$ cat config.mk
export PLATFORM = sky130hd
export DESIGN_NAME = spi_frame_slave
export DESIGN_NICKNAME = d
export VERILOG_FILES = /design/src/rtl/spi_frame_slave.sv
export SDC_FILE = /design/constraint.sdc
export NUM_CORES = 1
export LEC_CHECK = 0
export CAP_MARGIN = 10
export CORE_ASPECT_RATIO = 1.75
export CORE_MARGIN = 2
export CORE_UTILIZATION = 40
export CTS_CLUSTER_SIZE = 30
export DETAILED_ROUTE_END_ITERATION = 6
export SETUP_SLACK_MARGIN = 0.4
export SLEW_MARGIN = 30
export SYNTH_ARGS = -nofsm -noshare
export SYNTH_HDL_FRONTEND = slang
export SYNTH_SLANG_ARGS = --single-unit
$ cat constraint.sdc
create_clock -name CLK -period 24.4 [get_ports CLK]
set_input_delay 2.44 -clock CLK [delete_from_list [all_inputs] [get_ports CLK]]
set_output_delay 2.44 -clock CLK [all_outputs]
set_load 0.005 [all_outputs]
$ cat src/rtl/spi_frame_slave.sv
// Mode-0 SPI slave that exchanges one FRAME_BITS-wide frame per CS_N low window, with all pins oversampled on CLK.
// Define SPI_FRAME_MISO_TRISTATE_EN to release MISO (Z) outside a frame; otherwise MISO idles at 0.
module spi_frame_slave #(
    parameter int FRAME_BITS  = 256,
    parameter int SYNC_STAGES = 2
) (
    input  logic                  CLK,
    input  logic                  RESET,
    input  logic                  SPI_SCLK,
    input  logic                  SPI_CS_N,
    input  logic                  SPI_MOSI,
    output logic                  SPI_MISO,
    input  logic [FRAME_BITS-1:0] TX_DATA,
    output logic [FRAME_BITS-1:0] RX_DATA,
    output logic                  TX_LOAD,
    output logic                  RX_VALID,
    output logic                  FRAME_ERR
);

    localparam int            CW       = $clog2(FRAME_BITS + 1);
    localparam logic [CW-1:0] CNT_FULL = CW'(FRAME_BITS);

    typedef enum logic {IDLE, SHIFT} state_t;

    logic [SYNC_STAGES-1:0] sclk_sync_q, cs_sync_q, mosi_sync_q, warm_q;
    logic                   sclk_prev_q, cs_prev_q;
    logic                   sclk_s, cs_s, mosi_s;
    logic                   sclk_rise, sclk_fall, cs_rise, cs_fall;

    state_t                 state_q, state_d;
    logic [CW-1:0]          cnt_q, cnt_d;
    logic                   ovr_q, ovr_d;
    logic                   armed_q, armed_d;
    logic [FRAME_BITS-2:0]  tx_shift_q, tx_shift_d;
    logic [FRAME_BITS-1:0]  rx_shift_q, rx_shift_d;
    logic [FRAME_BITS-1:0]  rx_data_q, rx_data_d;
    logic                   miso_q, miso_d;
    logic                   tx_load_q, tx_load_d;
    logic                   rx_valid_q, rx_valid_d;
    logic                   frame_err_q, frame_err_d;

    // warm_q marks when the synchronisers hold real pin samples rather than reset values
    always_ff @(posedge CLK or posedge RESET) begin
        if (RESET) begin
            sclk_sync_q <= '0;
            cs_sync_q   <= '1;
            mosi_sync_q <= '0;
            warm_q      <= '0;
            sclk_prev_q <= 1'b0;
            cs_prev_q   <= 1'b1;
        end else begin
            sclk_sync_q <= {sclk_sync_q[SYNC_STAGES-2:0], SPI_SCLK};
            cs_sync_q   <= {cs_sync_q[SYNC_STAGES-2:0], SPI_CS_N};
            mosi_sync_q <= {mosi_sync_q[SYNC_STAGES-2:0], SPI_MOSI};
            warm_q      <= {warm_q[SYNC_STAGES-2:0], 1'b1};
            sclk_prev_q <= sclk_s;
            cs_prev_q   <= cs_s;
        end
    end

    assign sclk_s    = sclk_sync_q[SYNC_STAGES-1];
    assign cs_s      = cs_sync_q[SYNC_STAGES-1];
    assign mosi_s    = mosi_sync_q[SYNC_STAGES-1];
    assign sclk_rise = sclk_s & ~sclk_prev_q;
    assign sclk_fall = ~sclk_s & sclk_prev_q;
    assign cs_rise   = cs_s & ~cs_prev_q;
    assign cs_fall   = ~cs_s & cs_prev_q;

    always_ff @(posedge CLK or posedge RESET) begin
        if (RESET) begin
            state_q     <= IDLE;
            cnt_q       <= '0;
            ovr_q       <= 1'b0;
            armed_q     <= 1'b0;
            tx_shift_q  <= '0;
            rx_shift_q  <= '0;
            rx_data_q   <= '0;
            miso_q      <= 1'b0;
            tx_load_q   <= 1'b0;
            rx_valid_q  <= 1'b0;
            frame_err_q <= 1'b0;
        end else begin
            state_q     <= state_d;
            cnt_q       <= cnt_d;
            ovr_q       <= ovr_d;
            armed_q     <= armed_d;
            tx_shift_q  <= tx_shift_d;
            rx_shift_q  <= rx_shift_d;
            rx_data_q   <= rx_data_d;
            miso_q      <= miso_d;
            tx_load_q   <= tx_load_d;
            rx_valid_q  <= rx_valid_d;
            frame_err_q <= frame_err_d;
        end
    end

    always_comb begin
        state_d     = state_q;
        cnt_d       = cnt_q;
        ovr_d       = ovr_q;
        armed_d     = armed_q;
        tx_shift_d  = tx_shift_q;
        rx_shift_d  = rx_shift_q;
        rx_data_d   = rx_data_q;
        miso_d      = miso_q;
        tx_load_d   = 1'b0;
        rx_valid_d  = 1'b0;
        frame_err_d = 1'b0;

        case (state_q)
            IDLE: begin
                miso_d = 1'b0;
                if (warm_q[SYNC_STAGES-1] && cs_s) begin
                    armed_d = 1'b1;
                end
                if (cs_fall && armed_q) begin
                    state_d    = SHIFT;
                    armed_d    = 1'b0;
                    tx_shift_d = TX_DATA[FRAME_BITS-2:0];
                    miso_d     = TX_DATA[FRAME_BITS-1];
                    cnt_d      = '0;
                    ovr_d      = 1'b0;
                    tx_load_d  = 1'b1;
                end
            end
            SHIFT: begin
                // CS_N edges win over any SCLK edge seen in the same cycle
                if (cs_rise) begin
                    state_d = IDLE;
                    miso_d  = 1'b0;
                    if (cnt_q == CNT_FULL && !ovr_q) begin
                        rx_data_d  = rx_shift_q;
                        rx_valid_d = 1'b1;
                    end else begin
                        frame_err_d = 1'b1;
                    end
                end else if (sclk_rise) begin
                    rx_shift_d = {rx_shift_q[FRAME_BITS-2:0], mosi_s};
                    if (cnt_q == CNT_FULL) begin
                        ovr_d = 1'b1;
                    end else begin
                        cnt_d = cnt_q + 1'b1;
                    end
                end else if (sclk_fall && cnt_q != '0 && cnt_q != CNT_FULL) begin
                    miso_d     = tx_shift_q[FRAME_BITS-2];
                    tx_shift_d = {tx_shift_q[FRAME_BITS-3:0], 1'b0};
                end
            end
            default: state_d = IDLE;
        endcase
    end

`ifdef SPI_FRAME_MISO_TRISTATE_EN
    assign SPI_MISO = (state_q == SHIFT) ? miso_q : 1'bz;
`else
    assign SPI_MISO = miso_q;
`endif

    assign RX_DATA   = rx_data_q;
    assign TX_LOAD   = tx_load_q;
    assign RX_VALID  = rx_valid_q;
    assign FRAME_ERR = frame_err_q;

endmodule

* Word-level counts from Yosys, hierarchy flattened *
Index checks and enable logic that the tools add are counted.

word-level totals
  register bits = 793
  output and inout bits = 260
  bits of input ports = 261

cells by class
  equal/unequal tests = 11
  reduce and logical (&&, ||, !) cells = 15
  add/subtract/negate cells = 1
  bitwise operators = 10
  multiplexer cells = 32

operators by type and width
  cell                 number
  $mux 255             4
  $pmux 255 s2         1
  $mux 9               4
  $mux 1               19
  $pmux 9 s2           1
  $reduce_and 4->1     3
  $ne 2x2->1 const B   5
  $add 9x1->9 const B  1
  $eq 9x9->1 const B   1
  $ne 9x9->1 const B   1
  $reduce_bool 9->1    1
  $not 1->1            6
  $pmux 1 s2           3
  $reduce_and 3->1     2
  $logic_and 1x1->1    5
  $and 1x1->1          4
  $ne 2x1->1 const B   2
  $reduce_and 2->1     2
  $ne 3x2->1 const B   1
  $ne 3x3->1 const B   1
  $reduce_bool 2->1    1
  $logic_not 1->1      1

* Logic depth before layout (Yosys ltp) *
Gate-level depths: netlist (run 1).

  depth in word-level cells = 8
  mapped depth = 8
  gate-level depth less buffers = 6

* Worst setup path before layout (run 1) *
Ideal clock, no wire load.

  path kind = in2reg
  start = input TX_DATA[100]
  end = register tx_shift_q[100]
  buffers on the path = 0
  library setup time = 0.125 ns
  slack = 21.351 ns
  arrival = 2.924 ns
  data required time = 24.275 ns
  stages on the path = 2
  path through = mux2_2 mux2_2

on the way
  longest elaborated chain between the ends = 2

ends and longest elaborated chain
  element                 line  source
  start: declaration      13    input logic [FRAME_BITS-1:0] TX_DATA,
  $mux 255                116   if (cs_fall && armed_q) begin
  $pmux 255 s2            110   case (state_q)
  end signal: assignment  87    tx_shift_q <= tx_shift_d;
  end: declaration        34    logic [FRAME_BITS-2:0] tx_shift_q, tx_shift_d;

Every way passes these cells. The select of a mux whose other input is x is not followed.
A chain may end at the register's enable or synchronous reset.

==> run metrics, run 1 <==
result of the run completed; Fin Hold WS about 340 ps; worst endpoint required time roughly 25000 ps; Syn Area/Cell between 10 and 15 um^2; # port buffers 520; leak pwr ~20 nW; initial antenna violation count 21; post-synthesis async set-or-reset flop share 100.0%; WL met1 30650 um; Synth warnings 0; Root Driver clkbuf_16; flop2flop setup slack 20140 ps; worst setup path startpoint RESET; hold crit path type flip-flop to flip-flop; fin crit share a little over a fifth; Clock Pin Slew Worst Setup and Hold Paths 60 ps; Crit Path Max Fanout 110; Least-Margin Pin Slew about 940 ps; Initial Utilization approximately 40%; total CTS buffers 78; largest net degree at the start of global routing 227; postcts setup bufs 0; critical setup path kind input port to async pin; reg2reg start state_q; synth unique cells 40; met3 WL around 8000 um; clk sinks between 700 and 800; hold_sp warm_q[0]; starting DRC count in detailed routing between 1000 and 1500; post-synthesis cell count about 2500; wire length per cell after detailed routing around 19 um; die area approximately 84000 um^2; post-layout util 51.21%; DR DRC count 0; combinational family with the most area after synthesis multiplexers; EDFF count, synth 0; highest routed layer met5; Core Area about 80000 um^2; clock latency on the worst-skew pair ~650 ps; Post-Syn Area between 30000 and 40000 um^2; clock buffer depth 3; Max Fclk about 190 MHz; Tot Pwr 3.500 mW; multiplexer area fraction after synthesis 26.39%; Final setup violation count 0; Die Y about 380 um; DRT Pass-1 Iters 5; DR WL met2 38320 um; half-perimeter wire length after placement roughly 54000 um; Slew Limit Fails 0; Synth Net Count about 2800; setup tns final 0 ps; fill count between 7000 and 8000; type of origin of the critical path input port; Die Width approximately 220 um; maximum vdd ir drop 0.07034 mV; Layout Nets 3292; Max-Slew Margin vs Limit approximately 37%; top_reg_cell synth dfrtp_1; vias in the first global route 22036; vias post-DR 20503; IO Count roughly 520; simple-gate share of the synthesized area a little under a tenth; Total GRT Usage roughly a fifth; Final ANT Viol Nets 0; time the worst path needs with I/O delays and setup roughly 5100 ps; CTS tree built; drt via density just under 5; Fin. Hold Viols 0; first-pass GRT wire length between 100000 and 150000 um; total wire length about 79000 um; Placement Rows about 140; CTS H-Tree Depth 3; Post-Synth XOR/XNOR Area 0%; WP data arrival ~6000 ps; Worst Skew 16.16 ps; Pwr per Cell Area around 85 nW/um^2; Remaining Overflow, GRT 0; Yosys reg bits 793; compound-cell area share of the yosys netlist 0.5564%; endpoint class of the critical path async pin; CTS Hold Bufs 0; sequential-to-total area share from yosys stat between 60% and 70%; max cap viols 0; Post-Synth Adder-Cell Area 0.07675%; Area Growth Syn to Fin 26.91%; setup repair after global routing missed its margin false; layout cells sized above 1 around 22%; RePlAce Congestion approximately 0.78; Resized Gates After CTS 0
==> worst max-delay path, cell delays in order <==
cell and delay, ps:
clkdlybuf4s50_1 440, clkinvlp_4 530, buf_12 360, buf_16 430, buf_4 730, buf_6 660
==> final timing paths <==
| kind | endpoint | cells past startpoint |
|---|---|---|
| min in group asynchronous | rx_shift_q[104] | 2 |
| worst min register to register | warm_q[1] | 0 |
| worst max-delay path | RX_DATA[227] | 6 |
| worst min-delay path | warm_q[1] | 0 |
| worst max register to register | RX_DATA[250] | 6 |
| max in group CLK | RX_DATA[250] | 6 |
==> final cells by class <==
| cell class | instances | area (um^2) | area share (%) |
|---|---|---|---|
| flip-flops and latches | 793 | 19850 | 47.98 |
| clock buffers | 112 | 2283 | 5.518 |
| inverters | 10 | 41.29 | 0.09979 |
| clock inverters | 27 | 361.6 | 0.8739 |
| repair buffers | 546 | 5535 | 13.38 |
| multi-input cells | 1600 | 11960 | 28.91 |
| well taps | 1050 | 1314 | 3.175 |
| diodes | 12 | 30.03 | 0.07257 |
==> report_power, final <==
part / switching (mW) / leakage [nW] / internal [mW] / total (mW)
logic: 0.214 / 7.92 / 0.374 / 0.587
registers: 0.125 / 10.5 / 1.54 / 1.66
clock network: 0.520 / 1.28 / 0.728 / 1.25
==> through the flow <==
stage	std cells	worst slack (ps)	cell area, um^2
2_1_floorplan	2546	11080	32610
3_3_place_gp	3996	18250	38580
3_5_place_dp	3996	18140	38580
4_1_cts	4135	18870	41230
5_1_grt	4141	18790	41360
6_report	4150	19270	41380
==> routing by layer <==
layer  global-route usage, %  up-vias
li1                        -     9479
met3                   8.554       95
met2                   31.45      569
met1                   22.20    10336
met4                   5.531       24
met5                       0        -
==> cells in the mapped netlist, types with 3 or more instances <==
cell      number  share of area, %
buf_4         38              0.87
nand4_1        4             0.077
a21oi_1       10              0.15
buf_2          7              0.11
o21ai_0        4             0.061
mux2_2       524                18
dfrtp_1      790                61
mux2_1       240               8.3
clkbuf_1      74              0.85
buf_1         10              0.12
nand2_1      776               8.9
inv_1         10              0.12
or4_1          3             0.069
nand3_1        6             0.092
buf_6         14              0.48
dfstp_2        3              0.24
o31ai_1        3             0.069
==> logic make-up after synthesis <==
family	after synthesis
flip-flops	793
other	1
AND/OR/NAND/NOR	805
adder cells (fa/ha/maj)	2
buffers and inverters	153
AO/OA/AOI/OAI	28
multiplexers	764
==> state kept, by name, summed over array words and instances, names as in the netlist <==
name,cells
armed_q,1
cs_sync_q,2
rx_shift_q,256
cs_prev_q,1
sclk_sync_q,2
mosi_sync_q,2
FRAME_ERR,1
cnt_q,9
TX_LOAD,1
sclk_prev_q,1
tx_shift_q,255
SPI_MISO,1
warm_q,2
RX_VALID,1
ovr_q,1
RX_DATA,256
state_q,1
==> cell usage in the layout (no fill, tap or decap), types with 3 or more instances in the layout <==
cell type        netlist  final
clkinv_2               0      9
mux2_2               524    524
o21ai_0                4      4
nand3_1                6      5
bufinv_16              0      7
buf_4                 38     10
o31ai_1                3      3
clkbuf_1              74     17
dfstp_2                3      3
clkbuf_16              0     81
or4_1                  3      3
mux2_1               240    240
clkbuf_8               0     14
inv_1                 10      9
a21oi_1               10      9
buf_6                 14     10
buf_12                 0      3
clkinvlp_4             0      7
dfrtp_1              790    789
clkdlybuf4s50_1        0    520
nand2_1              776    776
diode_2                0     12
buf_16                 0      3
nand4_1                4      4
Note: power is estimated with default switching activity, not from simulation.
==> run 2, diff against run 1 <==
==> constraint.sdc (replaced) <==
create_clock -name CLK -period 4.8 [get_ports CLK]
set_input_delay 0.48 -clock CLK [delete_from_list [all_inputs] [get_ports CLK]]
set_output_delay 0.48 -clock CLK [all_outputs]
set_load 0.005 [all_outputs]
==> run 2 against run 1 <==
Sequential power increased to 5.1 times the previous value. Largest cell class unchanged. Routed wire length up 1.1%. Clock power grew to 4.8 times the previous value.
==> run metrics, run 2 (same netlist as run 1, synthesis figures left out) <==
CTS tree built; vias in the first global route 22174; Resized Gates After CTS 0; CTS H-Tree Depth 3; Area Growth Syn to Fin 26.56%; dpl cells ~4000; Least-Margin Pin Slew ~950 ps; drt via density between 4 and 5; Final setup violation count 0; Sw Pwr between 4 and 5 mW; Slew Limit Fails 0; Pwr per Cell Area 423.6 nW/um^2; type of origin of the critical path flip-flop; total wire length between 70000 and 80000 um; Max Fclk 353.2 MHz; Placement Cell Area slightly below 40000 um^2; starting DRC count in detailed routing between 1000 and 1500; clk sinks 793; max cap viols 0; hold crit path type input port to flip-flop; fin crit share between 50% and 60%; Fin. Hold Viols 0; Max-Slew Margin vs Limit between 30% and 40%; Remaining Overflow, GRT 0; crit-path leading delay family buffers and inverters; Net Sw Frac roughly 25%; Reg2Reg Depth 5; Int Pwr 13.13 mW; result of the run completed; Worst Skew roughly 27 ps; Root Driver clkbuf_16; half-perimeter wire length after placement about 54000 um; critical setup path kind flip-flop to flip-flop; most frequent cells in the layout dfrtp_1 (789), nand2_1 (776), mux2_2 (524), clkdlybuf4s50_1 (520), mux2_1 (240); Placement Rows roughly 140; IO Count 521; wire length per cell after detailed routing around 19 um; sequential power share roughly half; clock buffer depth 3; total CTS buffers between 70 and 80; most common cell after layout, fill and taps aside dfrtp_1; Final ANT Viol Nets 0; Logic pwr share 17.4%; time the worst path needs with I/O delays and setup between 2000 and 3000 ps; maximum vdd ir drop roughly 0.31 mV; reg2reg start state_q; Critical Path Stages 5; # port buffers between 500 and 600; CP cell instances buf_12 > a2bb2oi_1 > a21oi_4 > buf_4 > mux2_2; CP Buf/Inv Count 2; die area 83900 um^2; leak pwr roughly 20 nW; DR DRC count 0; DRT Pass-1 Iters 5; flop2flop setup slack between 1500 and 2000 ps; Total GRT Usage 19.19%; CTS Hold Bufs 0; Tot Pwr about 17 mW; CP max-delay cell buf_4; Initial Utilization between 40 and 50%; WP data arrival roughly 3400 ps; CP max stage delay around 600 ps; initial antenna violation count 26; Clock Pin Slew Worst Setup and Hold Paths 70 ps; layout cells sized above 1 about 22%; worst endpoint required time approximately 5300 ps; Fin Hold WS roughly 270 ps; Final Cell Area about 41000 um^2; setup repair after global routing missed its margin false; Crit Path Max Fanout roughly 140; first-pass GRT wire length roughly 130000 um; Layout Nets 3292; Die Y ~380 um; endpoint class of the critical path flip-flop; Core Area slightly above 80000 um^2; postcts setup bufs 0; clock network power share about a third; worst setup path startpoint state_q; largest net degree at the start of global routing ~190; Reg2Reg Capture Point tx_shift_q[14]; Worst setup endpoint tx_shift_q[14]; RePlAce Congestion slightly below 0.8; Die Width ~220 um; vias post-DR about 21000; Finished Layout Cells approximately 4100; clock latency on the worst-skew pair 650 ps
## run 2: cell types whose count changed in the layout (fill, tap and decap cells not counted), sizes merged
cell      before  now
buf           26   29
bufinv         7    3
clkinv        11   18
clkinvlp       7    3
diode         12    6
## run 2: how the worst min path moves through the flow
| stage | from | end | slack [ps] | cells after the start |
|---|---|---|---|---|
| 2_1_floorplan | mosi_sync_q[0] | mosi_sync_q[1] | 330 | 0 |
| 3_3_place_gp | warm_q[0] | warm_q[1] | 340 | 0 |
| 3_5_place_dp | mosi_sync_q[0] | mosi_sync_q[1] | 340 | 0 |
| 4_1_cts | SPI_MOSI | mosi_sync_q[0] | 210 | 1 |
| 5_1_grt | SPI_MOSI | mosi_sync_q[0] | 240 | 1 |
| 6_report | SPI_MOSI | mosi_sync_q[0] | 270 | 1 |
## run 2: power by group through the flow
stage	Combinational, mW	Clock, mW	Sequential (mW)
4_1_cts	3.11	6.19	8.44
5_1_grt	3.35	6.47	8.57
3_5_place_dp	3.10	0	8.56
3_3_place_gp	2.98	0	8.50
6_report	3.05	6.00	8.43
2_1_floorplan	2.49	0	8.33
## run 2: routing by layer
metal | share of wire [%] | track usage, % | vias to the layer above | wire (um)
li1 | - | - | 9473 | -
met1 | 39 | 22.42 | 10365 | 31410
met2 | 48 | 31.70 | 580 | 38330
met3 | 10 | 8.411 | 131 | 8092
met4 | 2.0 | 5.705 | 38 | 1597
met5 | 0.32 | 0 | - | 254
## run 2: through the flow
stage               worst slack (ps)  setup TNS (ps)  utilization [%]
finish                          1969               0            51.07
global route                    1787               0            51.05
global placement                1957               0            47.99
detailed placement              1923               0            47.99
CTS                             1912               0            51.05
floorplan                      -6560        -5193080                -
## run 2: layout make-up
class                      count  area (um^2)
multi-input combinational   1600        11960
antenna                        6        15.01
sequential                   793        19850
timing repair buffer         549         5614
inverter                      10        41.29
clock inverter                26        247.7
clock buffer                 112         2220
tap                         1050         1314
fill                        7175        39540
## run 2: worst register-to-register path: stages, from the launching register on
cell       delay [ps]
dfrtp_4           450
buf_12            560
a2bb2oi_1         270
a21oi_4           390
buf_4             600
mux2_2            470
